## src/rtl/vxe_vpu_actf_eu_if.sv

```systemverilog
// Activation-function execution unit bus.
// Groups the ECU start/busy handshake, the latched operation controls and
// the register-file read/write ports of the activation EU.
//   i_start/o_busy       : one-cycle start pulse in, operation-in-progress out
//   i_leaky/i_expd       : mode (1 = leaky ReLU) and leaky slope exponent
//   o_rf_rd_*/i_rf_rd_*  : register-file read port (data one cycle after strobe)
//   o_rf_wr_*            : register-file write port
// Modport slave is the execution unit; modport master is the ECU/RF side.
interface vxe_vpu_actf_eu_if #(
  parameter int IDXW = 3
);
  logic            i_start;
  logic            o_busy;
  logic            i_leaky;
  logic [6:0]      i_expd;
  logic            o_rf_rd_en;
  logic [IDXW-1:0] o_rf_rd_idx;
  logic [31:0]     i_rf_rd_data;
  logic            o_rf_wr_en;
  logic [IDXW-1:0] o_rf_wr_idx;
  logic [31:0]     o_rf_wr_data;

  modport slave (
    input  i_start, i_leaky, i_expd, i_rf_rd_data,
    output o_busy, o_rf_rd_en, o_rf_rd_idx, o_rf_wr_en, o_rf_wr_idx, o_rf_wr_data
  );

  modport master (
    output i_start, i_leaky, i_expd, i_rf_rd_data,
    input  o_busy, o_rf_rd_en, o_rf_rd_idx, o_rf_wr_en, o_rf_wr_idx, o_rf_wr_data
  );
endinterface

```

## src/rtl/vxe_vpu_actf_eu.sv

```systemverilog
// Activation-function execution unit of the VxE VPU.
// On a start pulse it streams every FP32 element of a vector register
// through ReLU or leaky ReLU (slope 2^-expd) and writes each result back to
// the same index. Reads issue one per cycle; each write lands two cycles
// after the read of the same element. o_busy covers the whole operation.
// Ports:
//   clk  : clock, rising edge
//   nrst : asynchronous active-low reset (clears all outputs and pipeline)
//   bus  : vxe_vpu_actf_eu_if.slave (handshake, mode, RF read/write ports)
module vxe_vpu_actf_eu #(
  parameter int VLEN   = 8,
  parameter int IDXW   = 3,
  parameter int DATA_W = 32
) (
  input  logic               clk,
  input  logic               nrst,
  vxe_vpu_actf_eu_if.slave   bus
);

  localparam logic [IDXW-1:0] LAST_IDX = IDXW'(VLEN - 1);

  typedef enum logic [1:0] {IDLE, RUN, DRAIN} state_e;

  state_e              state_q, state_d;
  logic                busy_q, busy_d;
  logic                leaky_q, leaky_d;
  logic [6:0]          expd_q, expd_d;
  logic                rd_en_q, rd_en_d;
  logic [IDXW-1:0]     rd_idx_q, rd_idx_d;
  logic                vld_p1_q, vld_p1_d;
  logic [IDXW-1:0]     idx_p1_q, idx_p1_d;
  logic                wr_en_q, wr_en_d;
  logic [IDXW-1:0]     wr_idx_q, wr_idx_d;
  logic [DATA_W-1:0]   wr_data_q, wr_data_d;

  // ReLU / leaky ReLU on raw FP32 fields. Leaky scaling is an exponent
  // subtraction; anything that would underflow flushes to -0.
  function automatic logic [DATA_W-1:0] act_fn(input logic [DATA_W-1:0] x,
                                               input logic              leaky,
                                               input logic [6:0]        expd);
    logic [7:0] e;
    logic [7:0] ex8;
    e      = x[30:23];
    ex8    = {1'b0, expd};
    act_fn = x;
    if (x[31]) begin
      if (!leaky)
        act_fn = '0;
      else if (e == 8'hFF)
        act_fn = x;
      else if (e <= ex8)           // also catches zero/denormal (e == 0)
        act_fn = 32'h8000_0000;
      else
        act_fn = {1'b1, e - ex8, x[22:0]};
    end
  endfunction

  always_comb begin
    state_d   = state_q;
    busy_d    = busy_q;
    leaky_d   = leaky_q;
    expd_d    = expd_q;
    rd_en_d   = rd_en_q;
    rd_idx_d  = rd_idx_q;
    // p1: read strobe/index delayed to line up with returning read data
    vld_p1_d  = rd_en_q;
    idx_p1_d  = rd_idx_q;
    // p2: activation result registered onto the write port
    wr_en_d   = vld_p1_q;
    wr_idx_d  = idx_p1_q;
    wr_data_d = vld_p1_q ? act_fn(bus.i_rf_rd_data, leaky_q, expd_q) : wr_data_q;

    case (state_q)
      IDLE: begin
        if (bus.i_start) begin
          state_d  = RUN;
          busy_d   = 1'b1;
          leaky_d  = bus.i_leaky;
          expd_d   = bus.i_expd;
          rd_en_d  = 1'b1;
          rd_idx_d = '0;
        end
      end
      RUN: begin
        if (rd_idx_q == LAST_IDX) begin
          rd_en_d = 1'b0;
          state_d = DRAIN;
        end else begin
          rd_en_d  = 1'b1;
          rd_idx_d = rd_idx_q + IDXW'(1);
        end
      end
      DRAIN: begin
        if (wr_en_q && (wr_idx_q == LAST_IDX)) begin
          state_d = IDLE;
          busy_d  = 1'b0;
        end
      end
      default: begin
        state_d = IDLE;
        busy_d  = 1'b0;
        rd_en_d = 1'b0;
      end
    endcase
  end

  always_ff @(posedge clk or negedge nrst) begin
    if (!nrst) begin
      state_q   <= IDLE;
      busy_q    <= 1'b0;
      leaky_q   <= 1'b0;
      expd_q    <= '0;
      rd_en_q   <= 1'b0;
      rd_idx_q  <= '0;
      vld_p1_q  <= 1'b0;
      idx_p1_q  <= '0;
      wr_en_q   <= 1'b0;
      wr_idx_q  <= '0;
      wr_data_q <= '0;
    end else begin
      state_q   <= state_d;
      busy_q    <= busy_d;
      leaky_q   <= leaky_d;
      expd_q    <= expd_d;
      rd_en_q   <= rd_en_d;
      rd_idx_q  <= rd_idx_d;
      vld_p1_q  <= vld_p1_d;
      idx_p1_q  <= idx_p1_d;
      wr_en_q   <= wr_en_d;
      wr_idx_q  <= wr_idx_d;
      wr_data_q <= wr_data_d;
    end
  end

  assign bus.o_busy       = busy_q;
  assign bus.o_rf_rd_en   = rd_en_q;
  assign bus.o_rf_rd_idx  = rd_idx_q;
  assign bus.o_rf_wr_en   = wr_en_q;
  assign bus.o_rf_wr_idx  = wr_idx_q;
  assign bus.o_rf_wr_data = wr_data_q;

endmodule

```

## src/flat_wrapper.sv

```systemverilog
// flat-port wrapper written by rule: the top's interface ports become plain ports
module vxe_vpu_actf_eu_flat 
#(
  parameter int VLEN   = 8,
  parameter int IDXW   = 3,
  parameter int DATA_W = 32
)
  (clk, nrst, bus_i_start, bus_i_leaky, bus_i_expd, bus_i_rf_rd_data, bus_o_busy, bus_o_rf_rd_en, bus_o_rf_rd_idx, bus_o_rf_wr_en, bus_o_rf_wr_idx, bus_o_rf_wr_data);
  vxe_vpu_actf_eu_if #(.IDXW(IDXW)) bus_i ();
  input  logic clk;
  input  logic nrst;
  input wire logic [$bits(bus_i.i_start)-1:0] bus_i_start;
  input wire logic [$bits(bus_i.i_leaky)-1:0] bus_i_leaky;
  input wire logic [$bits(bus_i.i_expd)-1:0] bus_i_expd;
  input wire logic [$bits(bus_i.i_rf_rd_data)-1:0] bus_i_rf_rd_data;
  output wire logic [$bits(bus_i.o_busy)-1:0] bus_o_busy;
  output wire logic [$bits(bus_i.o_rf_rd_en)-1:0] bus_o_rf_rd_en;
  output wire logic [$bits(bus_i.o_rf_rd_idx)-1:0] bus_o_rf_rd_idx;
  output wire logic [$bits(bus_i.o_rf_wr_en)-1:0] bus_o_rf_wr_en;
  output wire logic [$bits(bus_i.o_rf_wr_idx)-1:0] bus_o_rf_wr_idx;
  output wire logic [$bits(bus_i.o_rf_wr_data)-1:0] bus_o_rf_wr_data;
  assign bus_i.i_start = bus_i_start;
  assign bus_i.i_leaky = bus_i_leaky;
  assign bus_i.i_expd = bus_i_expd;
  assign bus_i.i_rf_rd_data = bus_i_rf_rd_data;
  assign bus_o_busy = bus_i.o_busy;
  assign bus_o_rf_rd_en = bus_i.o_rf_rd_en;
  assign bus_o_rf_rd_idx = bus_i.o_rf_rd_idx;
  assign bus_o_rf_wr_en = bus_i.o_rf_wr_en;
  assign bus_o_rf_wr_idx = bus_i.o_rf_wr_idx;
  assign bus_o_rf_wr_data = bus_i.o_rf_wr_data;
  vxe_vpu_actf_eu #(.VLEN(VLEN), .IDXW(IDXW), .DATA_W(DATA_W)) u_core (.clk(clk), .nrst(nrst), .bus(bus_i));
endmodule
```

## config.mk

```make
export PLATFORM = sky130hd
export DESIGN_NAME = vxe_vpu_actf_eu_flat
export DESIGN_NICKNAME = d
export VERILOG_FILES = /design/src/rtl/vxe_vpu_actf_eu_if.sv /design/src/rtl/vxe_vpu_actf_eu.sv /design/src/flat_wrapper.sv
export SDC_FILE = /design/constraint.sdc
export NUM_CORES = 1
export LEC_CHECK = 0
export ABC_AREA = 1
export ABC_CLOCK_PERIOD_IN_PS = 1500
export CAP_MARGIN = 20
export CORE_UTILIZATION = 35
export CTS_CLUSTER_DIAMETER = 150
export DETAILED_ROUTE_END_ITERATION = 12
export GPL_ROUTABILITY_DRIVEN = 1
export PLACE_DENSITY = 0.71
export REMOVE_ABC_BUFFERS = 1
export SYNTH_ARGS = -nofsm -noshare
export SYNTH_HDL_FRONTEND = slang
export SYNTH_SLANG_ARGS = --single-unit
export TNS_END_PERCENT = 20
```

## constraint.sdc

```tcl
create_clock -name clk -period 1.5 [get_ports clk]
set_input_delay 0.15 -clock clk [delete_from_list [all_inputs] [get_ports clk]]
set_output_delay 0.15 -clock clk [all_outputs]
set_load 0.01 [all_outputs]
```

After elaboration in Yosys (flattened, before gate mapping). Index checks and enable logic that the tools add are counted.

Add/sub/neg operators: 2. Multipliers: 0. Divide/modulo/power cells: 0. Magnitude comparators: 1. Equality and inequality tests: 9. Shift-type cells: 0. Muxes and demuxes: 16. Bitwise logic cells: 2. Reductions and logical operators: 8.

Operators by type and width (count): $mux W32 (3); $mux W31 (1); $reduce_and A3 Y1 (3); $eq A8 B8 Y1 const B (1); $le A8 B7 Y1 (1); $sub A8 B7 Y8 (1); $eq A3 B3 Y1 const B (2); $mux W2 (3); $mux W3 (2); $pmux W1 S3 (2); $pmux W2 S3 (1); $pmux W3 S2 (1); $ne A2 B1 Y1 const B (2); $ne A2 B2 Y1 const B (2); $reduce_and A2 Y1 (2); $add A3 B1 Y3 const B (1); $mux W1 (3); $eq A2 B1 Y1 const B (1); $eq A2 B2 Y1 const B (1); $logic_not A2 Y1 (1); $not A1 Y1 (2); $reduce_bool A2 Y1 (1); $logic_and A1 B1 Y1 (1).

Register bits: 55. Bits in latches: 0. RAM bits: 0. Memory bits (read-only): 0. Input port bits: 43. Output and inout port bits: 41. Word-level logic and storage cells: 49. Memories: 0.

Depth between registers and ports, before layout. Gate-level depths: netlist of run 1.

Depth after elaboration: 5. Mapped depth: 13. Mapped depth without buffers: 12.

Worst setup path after synthesis of run 1. Ideal clock, no wire load.

Path kind: register -> register. From: register u_core.expd_q[0]. To: register u_core.wr_data_q[0] (netlist: u_core.bus.o_rf_wr_data[0]). Library setup time: 0.116 ns. Data arrival time: 1.567 ns. Required time: 1.384 ns. Path slack: -0.183 ns. Stages on the path, launching flop included: 13. Buffers on the path: 1. Period minus slack after synthesis: 1.683 ns. Cells stage by stage: dfrtp_1 ha_1 inv_1 fa_1 nand2_1 nand2_1 nand3_2 nand2_2 nand2_2 o21ai_4 buf_6 nand2_1 nand2_1.

Longest elaborated chain between the ends: 5.

RTL lines: start, declared (RTL line vxe_vpu_actf_eu.sv:27) `logic [6:0] expd_q, expd_d;`; start signal, assigned (RTL line vxe_vpu_actf_eu.sv:124) `expd_q <= expd_d;`; $le A8 B7 Y1 (RTL line vxe_vpu_actf_eu.sv:51) `else if (e <= ex8)`; $mux W31 (RTL line vxe_vpu_actf_eu.sv:51); $mux W32 (RTL line vxe_vpu_actf_eu.sv:49) `else if (e == 8'hFF)`; $mux W32 (RTL line vxe_vpu_actf_eu.sv:47) `if (!leaky)`; $mux W32 (RTL line vxe_vpu_actf_eu.sv:46) `if (x[31]) begin`; end signal, assigned (RTL line vxe_vpu_actf_eu.sv:131) `wr_data_q <= wr_data_d;`; end, declared (RTL line vxe_vpu_actf_eu.sv:34) `logic [DATA_W-1:0] wr_data_q, wr_data_d;`.

No other way between the ends. A chain may end at the register's enable or synchronous reset.

Worst setup path after layout of run 1.
From: register u_core.expd_q[0]. To: register u_core.wr_data_q[8] (netlist: u_core.bus.o_rf_wr_data[8]).

The elaborated chain is that of the path after synthesis.

==> summary.txt, run 1 <==
Most used standard cell by instance count after synthesis = nand2_1
H-tree depth = 2
Final Max Slew Viols = 0
IO Pins = 84
Synth Area in Adders = 4.775%
Normalized max-slew margin = 80.53%
Run status = complete, but fails checks
Post-synthesis mux area share = 0%
Vias = 2635
Fin Hold WS = 0.3513 ns
FP Rows = 32
Dpl hpwl = 4714 µm
Core area = 7687 µm²
Synth area leaders = dfrtp_1 (50%), nand2_1 (21%), inv_1 (8.4%)
CP delay by family, top = adder cells
DIE HEIGHT = 91.09 µm
Clock slew at reported path FFs = 0.11 ns
Synth warn = 0
Post-synth top flop = dfrtp_1
Leak pwr = 2.280 nW
Die ar. = 8296 µm²
Layout Cell Area excl Fill = 4299 µm²
Vias in the first global route = 2438
Seq/Total Area, Yosys = 49.55%
Highest Clock Rate = 565.9 MHz
Crit path time final = 1.767 ns
Startpoint types = register
CTS tree = done
Tot Pwr = 0.007309 W
Fillers = 734
Die Span X = 91.09 µm
Antenna violations before repair = 0
Root Buffer = clkbuf_8
Worst Slack Setup Final = -0.2672 ns
Maximum clock path buffer count = 2
Max Cap Viol = 0
Area Growth Syn to Fin = 54.77%
Commonest cells post-synth = nand2_1 (153), inv_1 (62), dfrtp_1 (55)
Worst slew pin tran = 0.2920 ns
RSZ-0062 raised after global routing = true
Crit end category = register
Placed insts = 581
Post-synth ARST share = 100.0%
Starting density of the core = 36.13%
Clk_lat worst skew = 0.32 ns
Synth Area in Simple Gates = 29.10%
Number of diodes = 0
Synthesized area per cell = 7.569 µm²
Synth Cell Area = 2778 µm²
Worst Setup SP = u_core.expd_q[0]$_DFFE_PN0P_
Layout cell share with drive strength beyond 1 = 20.40%
Final number of hold-violating endpoints = 0
Min-Delay Path Class = primary input to asynchronous set/reset pin
Grt total ovfl = 0
Drc violations = 0
Reg2reg start = u_core.expd_q[0]$_DFFE_PN0P_
Critical path buffers and inverters = 2
Failing checks = negative setup slack
CP max-delay cell = dfrtp_1
Largest net degree at the start of global routing = 56
Drt first-iter violations = 95
Clk_skew = 0.01182 ns
Final nets = 547
CTS buffer count = 5
Post-synth EDFFs = 0
Top cell type's share of synthesized area = 49.55%
Worst path arrival time = 1.98 ns
Vias per cell = 4.414
Yosys cell types = 22
Critical path class = register to register
Slowest stage delay, CP = 0.37 ns
DRT Pass-1 Iters = 4
Final worst-path cycle share = 117.8%
Power density cells = 1700 nW/µm²
Finished Layout Cells = 597
First-pass GRT wire length = 11050 µm
Xor/xnor share of the synthesized area = 0%
Gpl congestion = 0.8353
Post-route ant nets = 0
Max VDD drop = 0.7303 mV
Main combinational cell family by area after synthesis = simple AND/OR/NAND/NOR gates
Placed Area = 3979 µm²
Crit path top cell by count = nand2_2
Critical Path RT = 1.72 ns
Leading area contributor after synthesis = dfrtp_1
Cells after Synth = 367
Cell chain of the critical path = ha_2, inv_2, fa_2, nand2_2, nand2_2, nand3_2, nand2_2, nand2_4, o21ai_4, buf_12, nand2_4, nand2_2
Post-DR wirelength/cell = 11.13 µm
Compound-Gate Fraction of Synth Area = 6.261%
Overall Global Routing Usage = 16.43%
Worst-path fanout max = 7
CTS sink count = 55
Final Routed Wirelength = 6646 µm
Flop and latch count out of synthesis = 55
Final setup viols = 31
Number of port buffers = 83
==> sequential cells by signal, indices dropped and copies added, names as in the netlist, 2 cells and up <==
| register | flops |
|---|---|
| u_core.bus.o_rf_rd_idx | 3 |
| u_core.bus.o_rf_wr_data | 32 |
| u_core.bus.o_rf_wr_idx | 3 |
| u_core.expd_q | 7 |
| u_core.idx_p1_q | 3 |
| u_core.state_q | 2 |
==> layer usage <==
layer	vias to the layer above	routed length (µm)	GRT usage, %	part of all wire (%)
li1	1359	-	-	-
met1	1208	3046	21.61	46
met2	65	3282	28.60	49
met3	3	281	2.931	4.2
met4	0	35	2.778	0.53
met5	-	0	0	0
==> repair_timing <==
item / 4_1_cts / 5_1_grt
endpoints found under the setup margin: 32 / 35
cloned: 1 / 0
endpoints found under the hold margin: 55 / 0
resized for setup: 20 / 28
setup buffers: 5 / 1
pin swaps: 5 / 6
hold buffers: 1 / 0
==> worst min-delay path, stage by stage <==
cell and delay (ns):
dlygate4sd3_1 0.52, buf_2 0.12, buf_12 0.27
==> stage by stage <==
step	utilization [%]	TNS [ns]	setup slack [ns]
after floorplan	-	-10.72	-0.6835
after CTS	54.72	-6.669	-0.2568
after detailed placement	51.76	-23.66	-0.9044
after global placement	51.76	-21.90	-0.7864
after global routing	55.92	-10.55	-0.3879
final	55.92	-7.153	-0.2672
==> path summary, 6_finish.rpt <==
| path | endpoint | slack (ns) | depth (start not counted) |
|---|---|---|---|
| worst min register to register | u_core.bus.o_rf_wr_idx[0]$_DFF_PN0_ | 0.36 | 0 |
| worst max register to register | u_core.bus.o_rf_wr_data[8]$_DFFE_PN0P_ | -0.27 | 12 |
| worst min-delay path | u_core.bus.o_rf_wr_data[27]$_DFFE_PN0P_ | 0.35 | 3 |
| min in group clk | u_core.expd_q[0]$_DFFE_PN0P_ | 0.35 | 3 |
| max in group asynchronous | u_core.expd_q[6]$_DFFE_PN0P_ | 0.91 | 3 |
| worst max-delay path | u_core.bus.o_rf_wr_data[8]$_DFFE_PN0P_ | -0.27 | 12 |
==> where the power goes <==
group | internal [W] | total, W | switching [W]
logic | 0.00204 | 0.00403 | 0.00199
clock network | 0.000347 | 0.000886 | 0.000538
registers | 0.00208 | 0.00239 | 0.000312
==> logic make-up after synthesis <==
kind of cell	Yosys count
AOI/OAI and AO/OA	31
DFF	55
and+or+nand+nor	199
adders and majority gates	10
buffers and inverters	72
==> final cells by class <==
cell class	instances	area, µm²	share of cell area, %
inverter	63	239.0	5.559
multi-input combinational	241	1255	29.19
clock inverter	3	27.53	0.6403
tap	102	127.6	2.969
sequential	55	1376	32.01
timing repair buffer	128	1205	28.03
clock buffer	5	68.82	1.601
==> placed cells by master (no fill, tap or decap), types with 7 or more instances in the layout <==
cell type          n
nand2_2           24
nor2_1            17
nand3_1            9
o21ai_0           19
clkdlybuf4s50_1   81
buf_4             38
inv_1             59
dfrtp_1           55
ha_1               7
nand2_1          133
(Power assumes the default switching activity.)
==> inputs of run 2 (changes only) <==
--- a/config.mk
+++ b/config.mk
@@ -9,6 +9,7 @@
 export ABC_CLOCK_PERIOD_IN_PS = 1500
 export CAP_MARGIN = 20
 export CORE_UTILIZATION = 35
+export CTS_BUF_LIST = sky130_fd_sc_hd__clkbuf_4 sky130_fd_sc_hd__clkbuf_8
 export CTS_CLUSTER_DIAMETER = 150
 export DETAILED_ROUTE_END_ITERATION = 12
 export GPL_ROUTABILITY_DRIVEN = 1
==> results of run 2 <==
Final layout, timing and power as in run 1 (identical DEF).
